==> config.mk <==
export PLATFORM = sky130hd
export DESIGN_NAME = gf256_exp_engine
export DESIGN_NICKNAME = d
export VERILOG_FILES = /design/src/rtl/gf256_pkg.sv /design/src/rtl/gf256_mul.sv /design/src/rtl/gf256_exp_engine.sv
export SDC_FILE = /design/constraint.sdc
export NUM_CORES = 1
export LEC_CHECK = 0
export ABC_CLOCK_PERIOD_IN_PS = 2800
export CORE_UTILIZATION = 40
export CTS_BUF_LIST = sky130_fd_sc_hd__clkbuf_8
export DETAILED_ROUTE_END_ITERATION = 10
export PLACE_DENSITY = 0.72
export SYNTH_ARGS = -nofsm -noshare
export SYNTH_HDL_FRONTEND = slang
export SYNTH_SLANG_ARGS = --single-unit
==> constraint.sdc <==
create_clock -name clk -period 2.8 [get_ports clk]
set_input_delay 0.42 -clock clk [delete_from_list [all_inputs] [get_ports clk]]
set_output_delay 0.42 -clock clk [all_outputs]
set_load 0.1 [all_outputs]
==> src/rtl/gf256_pkg.sv <==
// Shared GF(2^8) constants and engine state encoding, reused by the
// exponent engine and the downstream syndrome/Chien stages.
package gf256_pkg;

    localparam logic [7:0] GF_POLY_DEFAULT = 8'h1D;
    localparam logic [7:0] GF_ALPHA        = 8'h02;
    localparam logic [7:0] GF_ONE          = 8'h01;

    localparam logic [1:0] IDLE = 2'b00;
    localparam logic [1:0] RUN  = 2'b01;
    localparam logic [1:0] DONE = 2'b10;

endpackage

==> src/rtl/gf256_mul.sv <==
// Combinational GF(2^8) multiplier: carry-less 8x8 product reduced modulo
// x^8 + POLY, built as a shift-and-add with the reduction folded in per step.
module gf256_mul
    import gf256_pkg::*;
#(
    parameter logic [7:0] POLY = GF_POLY_DEFAULT
) (
    input  logic [7:0] a,
    input  logic [7:0] b,
    output logic [7:0] p
);

    logic [7:0] shifted;

    // Each step adds a*x^i when b[i] is set, then multiplies the running
    // operand by x and reduces immediately so nothing exceeds 8 bits.
    always_comb begin
        p       = 8'h00;
        shifted = a;
        for (int i = 0; i < 8; i++) begin
            if (b[i]) begin
                p = p ^ shifted;
            end
            shifted = {shifted[6:0], 1'b0} ^ (shifted[7] ? POLY : 8'h00);
        end
    end

endmodule

==> src/rtl/gf256_exp_engine.sv <==
// Computes ALPHA^e in GF(2^8) by MSB-first square-and-multiply, one exponent
// bit per clock, and hands the result downstream over a valid/ready pair.
module gf256_exp_engine
    import gf256_pkg::*;
#(
    parameter logic [7:0] POLY  = GF_POLY_DEFAULT,
    parameter logic [7:0] ALPHA = GF_ALPHA
) (
    input  logic       clk,
    input  logic       rst_n,
    input  logic [7:0] exp_in,
    input  logic       exp_valid,
    output logic       exp_ready,
    output logic [7:0] result,
    output logic [7:0] result_exp,
    output logic       result_valid,
    input  logic       result_ready,
    output logic       busy
);

    logic [1:0] state_q, state_d;
    logic [7:0] eReg_q, eReg_d;
    logic [7:0] acc_q, acc_d;
    logic [2:0] cnt_q, cnt_d;
    logic [7:0] result_q, result_d;
    logic [7:0] resultExp_q, resultExp_d;

    logic [7:0] accSquare;
    logic [7:0] accSquareAlpha;
    logic [7:0] accStep;

    gf256_mul #(.POLY(POLY)) u_square (
        .a (acc_q),
        .b (acc_q),
        .p (accSquare)
    );

    gf256_mul #(.POLY(POLY)) u_alpha (
        .a (accSquare),
        .b (ALPHA),
        .p (accSquareAlpha)
    );

    assign accStep = eReg_q[cnt_q] ? accSquareAlpha : accSquare;

    always_comb begin
        state_d     = state_q;
        eReg_d      = eReg_q;
        acc_d       = acc_q;
        cnt_d       = cnt_q;
        result_d    = result_q;
        resultExp_d = resultExp_q;
        case (state_q)
            IDLE: begin
                if (exp_valid) begin
                    eReg_d  = exp_in;
                    acc_d   = GF_ONE;
                    cnt_d   = 3'd7;
                    state_d = RUN;
                end
            end
            RUN: begin
                acc_d = accStep;
                cnt_d = cnt_q - 3'd1;
                if (cnt_q == 3'd0) begin
                    result_d    = accStep;
                    resultExp_d = eReg_q;
                    state_d     = DONE;
                end
            end
            DONE: begin
                // A pending exponent waits for IDLE; only the output transfer happens here.
                if (result_ready) begin
                    state_d = IDLE;
                end
            end
            default: state_d = IDLE;
        endcase
    end

    always_ff @(posedge clk or negedge rst_n) begin
        if (!rst_n) begin
            state_q     <= IDLE;
            eReg_q      <= 8'h00;
            acc_q       <= GF_ONE;
            cnt_q       <= 3'd7;
            result_q    <= 8'h00;
            resultExp_q <= 8'h00;
        end else begin
            state_q     <= state_d;
            eReg_q      <= eReg_d;
            acc_q       <= acc_d;
            cnt_q       <= cnt_d;
            result_q    <= result_d;
            resultExp_q <= resultExp_d;
        end
    end

    // Handshake flags are pure state decodes so reset drops them asynchronously.
    assign exp_ready    = (state_q == IDLE);
    assign busy         = (state_q == RUN);
    assign result_valid = (state_q == DONE);
    assign result       = result_q;
    assign result_exp   = resultExp_q;

endmodule

==> metrics.yaml, run 1 <==
outcome: "finished, final reports clean"
timing.rr.start: "acc_q[0]$_DFFE_PN1P_"
synth_simple_gate_area_frac: 0.2069
dr_total_vias: 1782
post-dp-hpwl_um: 3391
syn_inst: 250
postPlaceCellArea_mm2: 0.002566
drv_slew: 0
drive_gt1_frac: 0.1607
timing.rr.end: "acc_q[7]$_DFFE_PN0P_"
fin_crit_sh: 0.8482
synth-main-ff-cell: "dfrtp_1"
numCtsBuffers: 5
die_h_um: 77.10
slew_headroom: 0.4586
synth.distinct_cells: 41
yosysTopAreaCellShare: 0.3661
seq_area_frac_synth: 0.4126
syn_nets: 266
hp-class: "input port to async pin"
worst_slack_ns: 0.4250
die_w_um: 77.10
port_buffers: 30
ios: 31
cp.required_ns: 3.02
drc: 0
hold_buffers: 0
syn_area_per_cell_um2: 9.024
grt-ovfl-total: 0
setup_viol: 0
period_needed_ns: 2.375
cts_tree: "yes"
rows: 26
stdcell_count: 350
synth_area_leader_cell: "dfrtp_1"
fin_area_mm2: 0.002660
first_pass_iters: 4
skew_ns: 0.008851
clk_latency_ns: 0.29
synth_top_family_by_area: "simple AND/OR/NAND/NOR gates"
synth.area.mux_share: 0.08874
reg2reg_depth: 7
reg2reg_slack_ns: 0.43
post_cts_buffers: 0
viasPerCell: 5.091
synth_edf_count: 0
routed_wl_um: 4671
worstSetupEndpoint: "acc_q[7]$_DFFE_PN0P_"
syn_area_mm2: 0.002256
core_area_mm2: 0.005270
maxCapViolations: 0
synth_most_common_cell: "nand2_1"
grt_max_degree: 38
crit_type: "register to register"
grt_pass1_wl_um: 8128
htree_num_levels: 2
timing.fmax_mhz: 421.1
place_ws_ns: 0.4517
antenna_found_initial: 0
worst_slew_pin_slew_ns: 0.8121
yosys_warnings: 0
rsz0062_at_grt: "false"
ys_ff_latch: 37
root_buffer: "clkbuf_8"
clk_path_buf_depth: 2
worst-path-max-fanout: 7
synth_commonest_cells: "nand2_1, dfrtp_1, xnor2_1"
routedWlPerCell_um: 13.35
groute.usage.overall: 0.1751
diodes: 0
syn2layout_area_growth_pct: 17.91
path_clk_slew_ns: 0.08
drtIter0Drc: 79
gp_congestion: 0.8094
async_reset_ff_frac: 1.000
dp_cells: 342
clock_sinks: 37
layout.nets: 295
cp-end-kind: "register"
ctsResizeCount: 0
startpoint_type: "register"
synth_compound_area_frac: 0.09706
tns_ns: 0
synth.area.top_cells: "dfrtp_1, nand2_1, xnor2_1"
synth_fa_ha_area_frac: 0.02219
dieArea_mm2: 0.005944
hold_violations: 0
initial_utilization: 0.4281
crit_arrival_ns: 2.60
postRouteAntennaNets: 0
grt_pass1_vias: 1733
synth_xor_area_frac: 0.1265
crit_start: "acc_q[0]$_DFFE_PN1P_"
cell families (layout without fill, tap and decap cells):
| group | Yosys count | count (layout) |
|---|---|---|
| fa+ha+maj | 4 | 4 |
| flops | 37 | 37 |
| compound gates | 36 | 36 |
| buf+inv | 22 | 52 |
| simple gates | 109 | 109 |
| xor+xnor | 26 | 26 |
| mux | 16 | 16 |
layout by cell type, fill, tap and decap left out, drive strengths merged, types with 6 or more instances in the layout:
cell type,Yosys,final
a21oi,7,7
buf,10,27
clkbuf,5,6
clkdlybuf4s50,0,10
dfrtp,33,33
inv,7,8
mux2i,12,12
nand2,78,78
nor2,8,8
o21ai,17,17
xnor2,17,17
metrics by stage:
stage	utilization	hold slack, ns
2_1_floorplan	-	0.1244
3_3_place_gp	0.4869	0.4619
3_5_place_dp	0.4869	0.4636
4_1_cts	0.5047	0.2420
5_1_grt	0.5047	0.2908
6_report	0.5047	0.2139
registers in the layout, indices dropped and copies added, names as in the netlist:
name        flops
cnt_q           3
state_q         2
eReg_q          8
result_exp      8
result          8
acc_q           8
critical path, cell delays in order (launching register included):
cell	delay [ns]
dfstp_2	0.59
ha_1	0.31
or2_2	0.32
a21oi_1	0.15
nor4_2	0.07
xnor2_1	0.42
mux2_2	0.39
nand2_1	0.05
final cells by class:
cell class / instances / area (um^2)
Sequential cell: 37 / 930.9
Clock inverter: 2 / 11.26
Timing Repair Buffer: 37 / 300.3
Fill cell: 515 / 2610
Multi-Input combinational cell: 191 / 1221
Inverter: 7 / 26.28
Tap cell: 70 / 87.58
Clock buffer: 6 / 82.58
metal layers:
layer,global-route usage,vias up,share of wire
met2,0.2920,26,0.48
met5,0,-,0
met3,0.03452,9,0.028
met1,0.2223,859,0.47
li1,-,888,-
met4,0.06981,0,0.018
worst min-delay path by stage:
stage / startpoint / endpoint / cells after the start
after floorplan: rst_n / acc_q[1]$_DFFE_PN0P_ / 0
after global placement: result_exp[0]$_DFFE_PN0P_ / result_exp[0]$_DFFE_PN0P_ / 2
after detailed placement: result_exp[5]$_DFFE_PN0P_ / result_exp[5]$_DFFE_PN0P_ / 2
after CTS: rst_n / result_exp[6]$_DFFE_PN0P_ / 1
after global routing: rst_n / result_exp[6]$_DFFE_PN0P_ / 1
final: rst_n / result_exp[6]$_DFFE_PN0P_ / 1
Power of run 1 is left out: the tool's default activity adds up to more than one toggle a clock period on the data nets, which glitch-free logic cannot reach.
==> run 2: changes to the inputs <==
--- a/config.mk
+++ b/config.mk
@@ -5,11 +5,11 @@
 export SDC_FILE = /design/constraint.sdc
 export NUM_CORES = 1
 export LEC_CHECK = 0
-export ABC_CLOCK_PERIOD_IN_PS = 2800
+export ABC_CLOCK_PERIOD_IN_PS = 1900
 export CORE_UTILIZATION = 40
 export CTS_BUF_LIST = sky130_fd_sc_hd__clkbuf_8
 export DETAILED_ROUTE_END_ITERATION = 10
-export PLACE_DENSITY = 0.72
+export PLACE_DENSITY = 0.75
 export SYNTH_ARGS = -nofsm -noshare
 export SYNTH_HDL_FRONTEND = slang
 export SYNTH_SLANG_ARGS = --single-unit
==> constraint.sdc (replaced) <==
create_clock -name clk -period 1.9 [get_ports clk]
set_input_delay 0.285 -clock clk [delete_from_list [all_inputs] [get_ports clk]]
set_output_delay 0.285 -clock clk [all_outputs]
set_load 0.1 [all_outputs]
==> metrics.yaml, run 2 (synthesized netlist as in run 1, its figures left out) <==
dr_total_vias: 1860  # +4.4%
numCtsBuffers: 5  # unchanged
hold_violations: 0  # unchanged
path_clk_slew_ns: 0.08  # about the same
period_needed_ns: 2.083  # -0.2916 ns
stdcell_count: 369  # +5.4%
drtIter0Drc: 145  # +84%
cp-end-kind: "register"
first_pass_iters: 4  # unchanged
port_buffers: 30  # unchanged
worst_slew_pin_slew_ns: 0.7732  # -0.03892 ns
antenna_found_initial: 0  # unchanged
initial_utilization: 0.4281  # unchanged
layout.nets: 314  # +6.4%
hp-class: "input port to async pin"
grt_max_degree: 38  # unchanged
skew_ns: 0.004075  # -0.004776 ns
routed_wl_um: 5190  # +11%
root_buffer: "clkbuf_8"
gp_congestion: 0.8818  # +8.9%
timing.fmax_mhz: 480.0  # +14%
cp.required_ns: 2.09  # -0.93 ns
htree_num_levels: 2  # unchanged
post-route-util: 0.5615  # +0.05674
clk_path_buf_depth: 2  # unchanged
dieArea_mm2: 0.005944  # unchanged
drive_gt1_frac: 0.2809  # +0.1202
syn2layout_area_growth_pct: 31.17
slew_headroom: 0.4835  # +0.02488
outcome: "finished with violations"
violations: "negative setup slack"
groute.usage.overall: 0.1940  # +0.01889
worst_slack_ns: -0.1834  # -0.6084 ns
routedWlPerCell_um: 14.07  # +5.4%
rows: 26  # unchanged
clock_sinks: 37  # unchanged
crit_type: "register to register"
grt-ovfl-total: 0  # unchanged
timing.hold.ws_ns: 0.3967  # +0.1828 ns
place_ws_ns: -0.1546  # -0.6063 ns
startpoint_type: "register"
clk_latency_ns: 0.30  # about the same
die_h_um: 77.10  # unchanged
dp_cells: 360  # +5.3%
layout_commonest_cell: "nand2_1"
maxCapViolations: 0  # unchanged
diodes: 0  # unchanged
die_w_um: 77.10  # unchanged
crit_arrival_ns: 2.28  # -0.32 ns
postRouteAntennaNets: 0  # unchanged
core_area_mm2: 0.005270  # unchanged
ios: 31  # unchanged
cts_tree: "yes"
worst-path-max-fanout: 6  # -1
fin_crit_sh: 1.097  # +0.2483
final_cell_mix: "nand2_1, buf_4, dfrtp_1"
grt_pass1_vias: 1974  # +14%
setup_viol: 16  # +16
rsz0062_at_grt: "true"
viasPerCell: 5.041  # -1.0%
post-dp-hpwl_um: 3790  # +12%
drc: 0  # unchanged
drv_slew: 0  # unchanged
grt_pass1_wl_um: 9032  # +11%
[run 2: critical path: stages (launching register included)]
cell     delay (ns)
dfstp_2        0.57
mux4_2         0.54
mux2i_4        0.33
mux2_4         0.36
a22o_1         0.18
[run 2: path summary, 6_finish.rpt]
path	endpoint	slack, ns	startpoint	cells past startpoint
max	acc_q[2]$_DFFE_PN0P_	-0.18	cnt_q[0]$_DFFE_PN1P_	4
min	result_exp[2]$_DFFE_PN0P_	0.40	rst_n	2
max reg2reg	acc_q[2]$_DFFE_PN0P_	-0.18	cnt_q[0]$_DFFE_PN1P_	4
min reg2reg	result[2]$_DFFE_PN0P_	0.47	result[2]$_DFFE_PN0P_	2
max in group asynchronous	acc_q[3]$_DFFE_PN0P_	1.13	rst_n	2
min in group clk	result[2]$_DFFE_PN0P_	0.47	result[2]$_DFFE_PN0P_	2
[run 2: final cells by class]
cell class / instances / area (um^2)
Clock inverter: 3 / 17.52
Inverter: 7 / 26.28
Sequential cell: 37 / 933.4
Clock buffer: 5 / 68.82
Tap cell: 70 / 87.58
Timing Repair Buffer: 56 / 493.0
Fill cell: 493 / 2311
Multi-Input combinational cell: 191 / 1333
[run 2: timing repair]
action / 4_1_cts / 5_1_grt
gates resized for setup: 9 / 14
buffers inserted: 1 / 0
endpoints found under the setup margin: 16 / 16
hold buffers: 0 / 0
pin swaps: 2 / 9
[run 2: through the flow]
step	TNS, ns	area, um^2
2_1_floorplan	-0.8345	2303
3_3_place_gp	-1.428	2785
3_5_place_dp	-1.836	2785
4_1_cts	-1.622	2910
5_1_grt	-3.159	2959
6_report	-2.021	2959
[run 2: metal layers]
layer  global-route usage  vias up  part of all wire  wire length [um]
li1                     -      924                 -                 -
met1               0.2683      895              0.48              2490
met2               0.3054       33              0.47              2441
met3              0.03333        8             0.033               172
met4              0.06792        0             0.017                86
met5                    0        -                 0                 0
Power of run 2 is left out for the same reason.
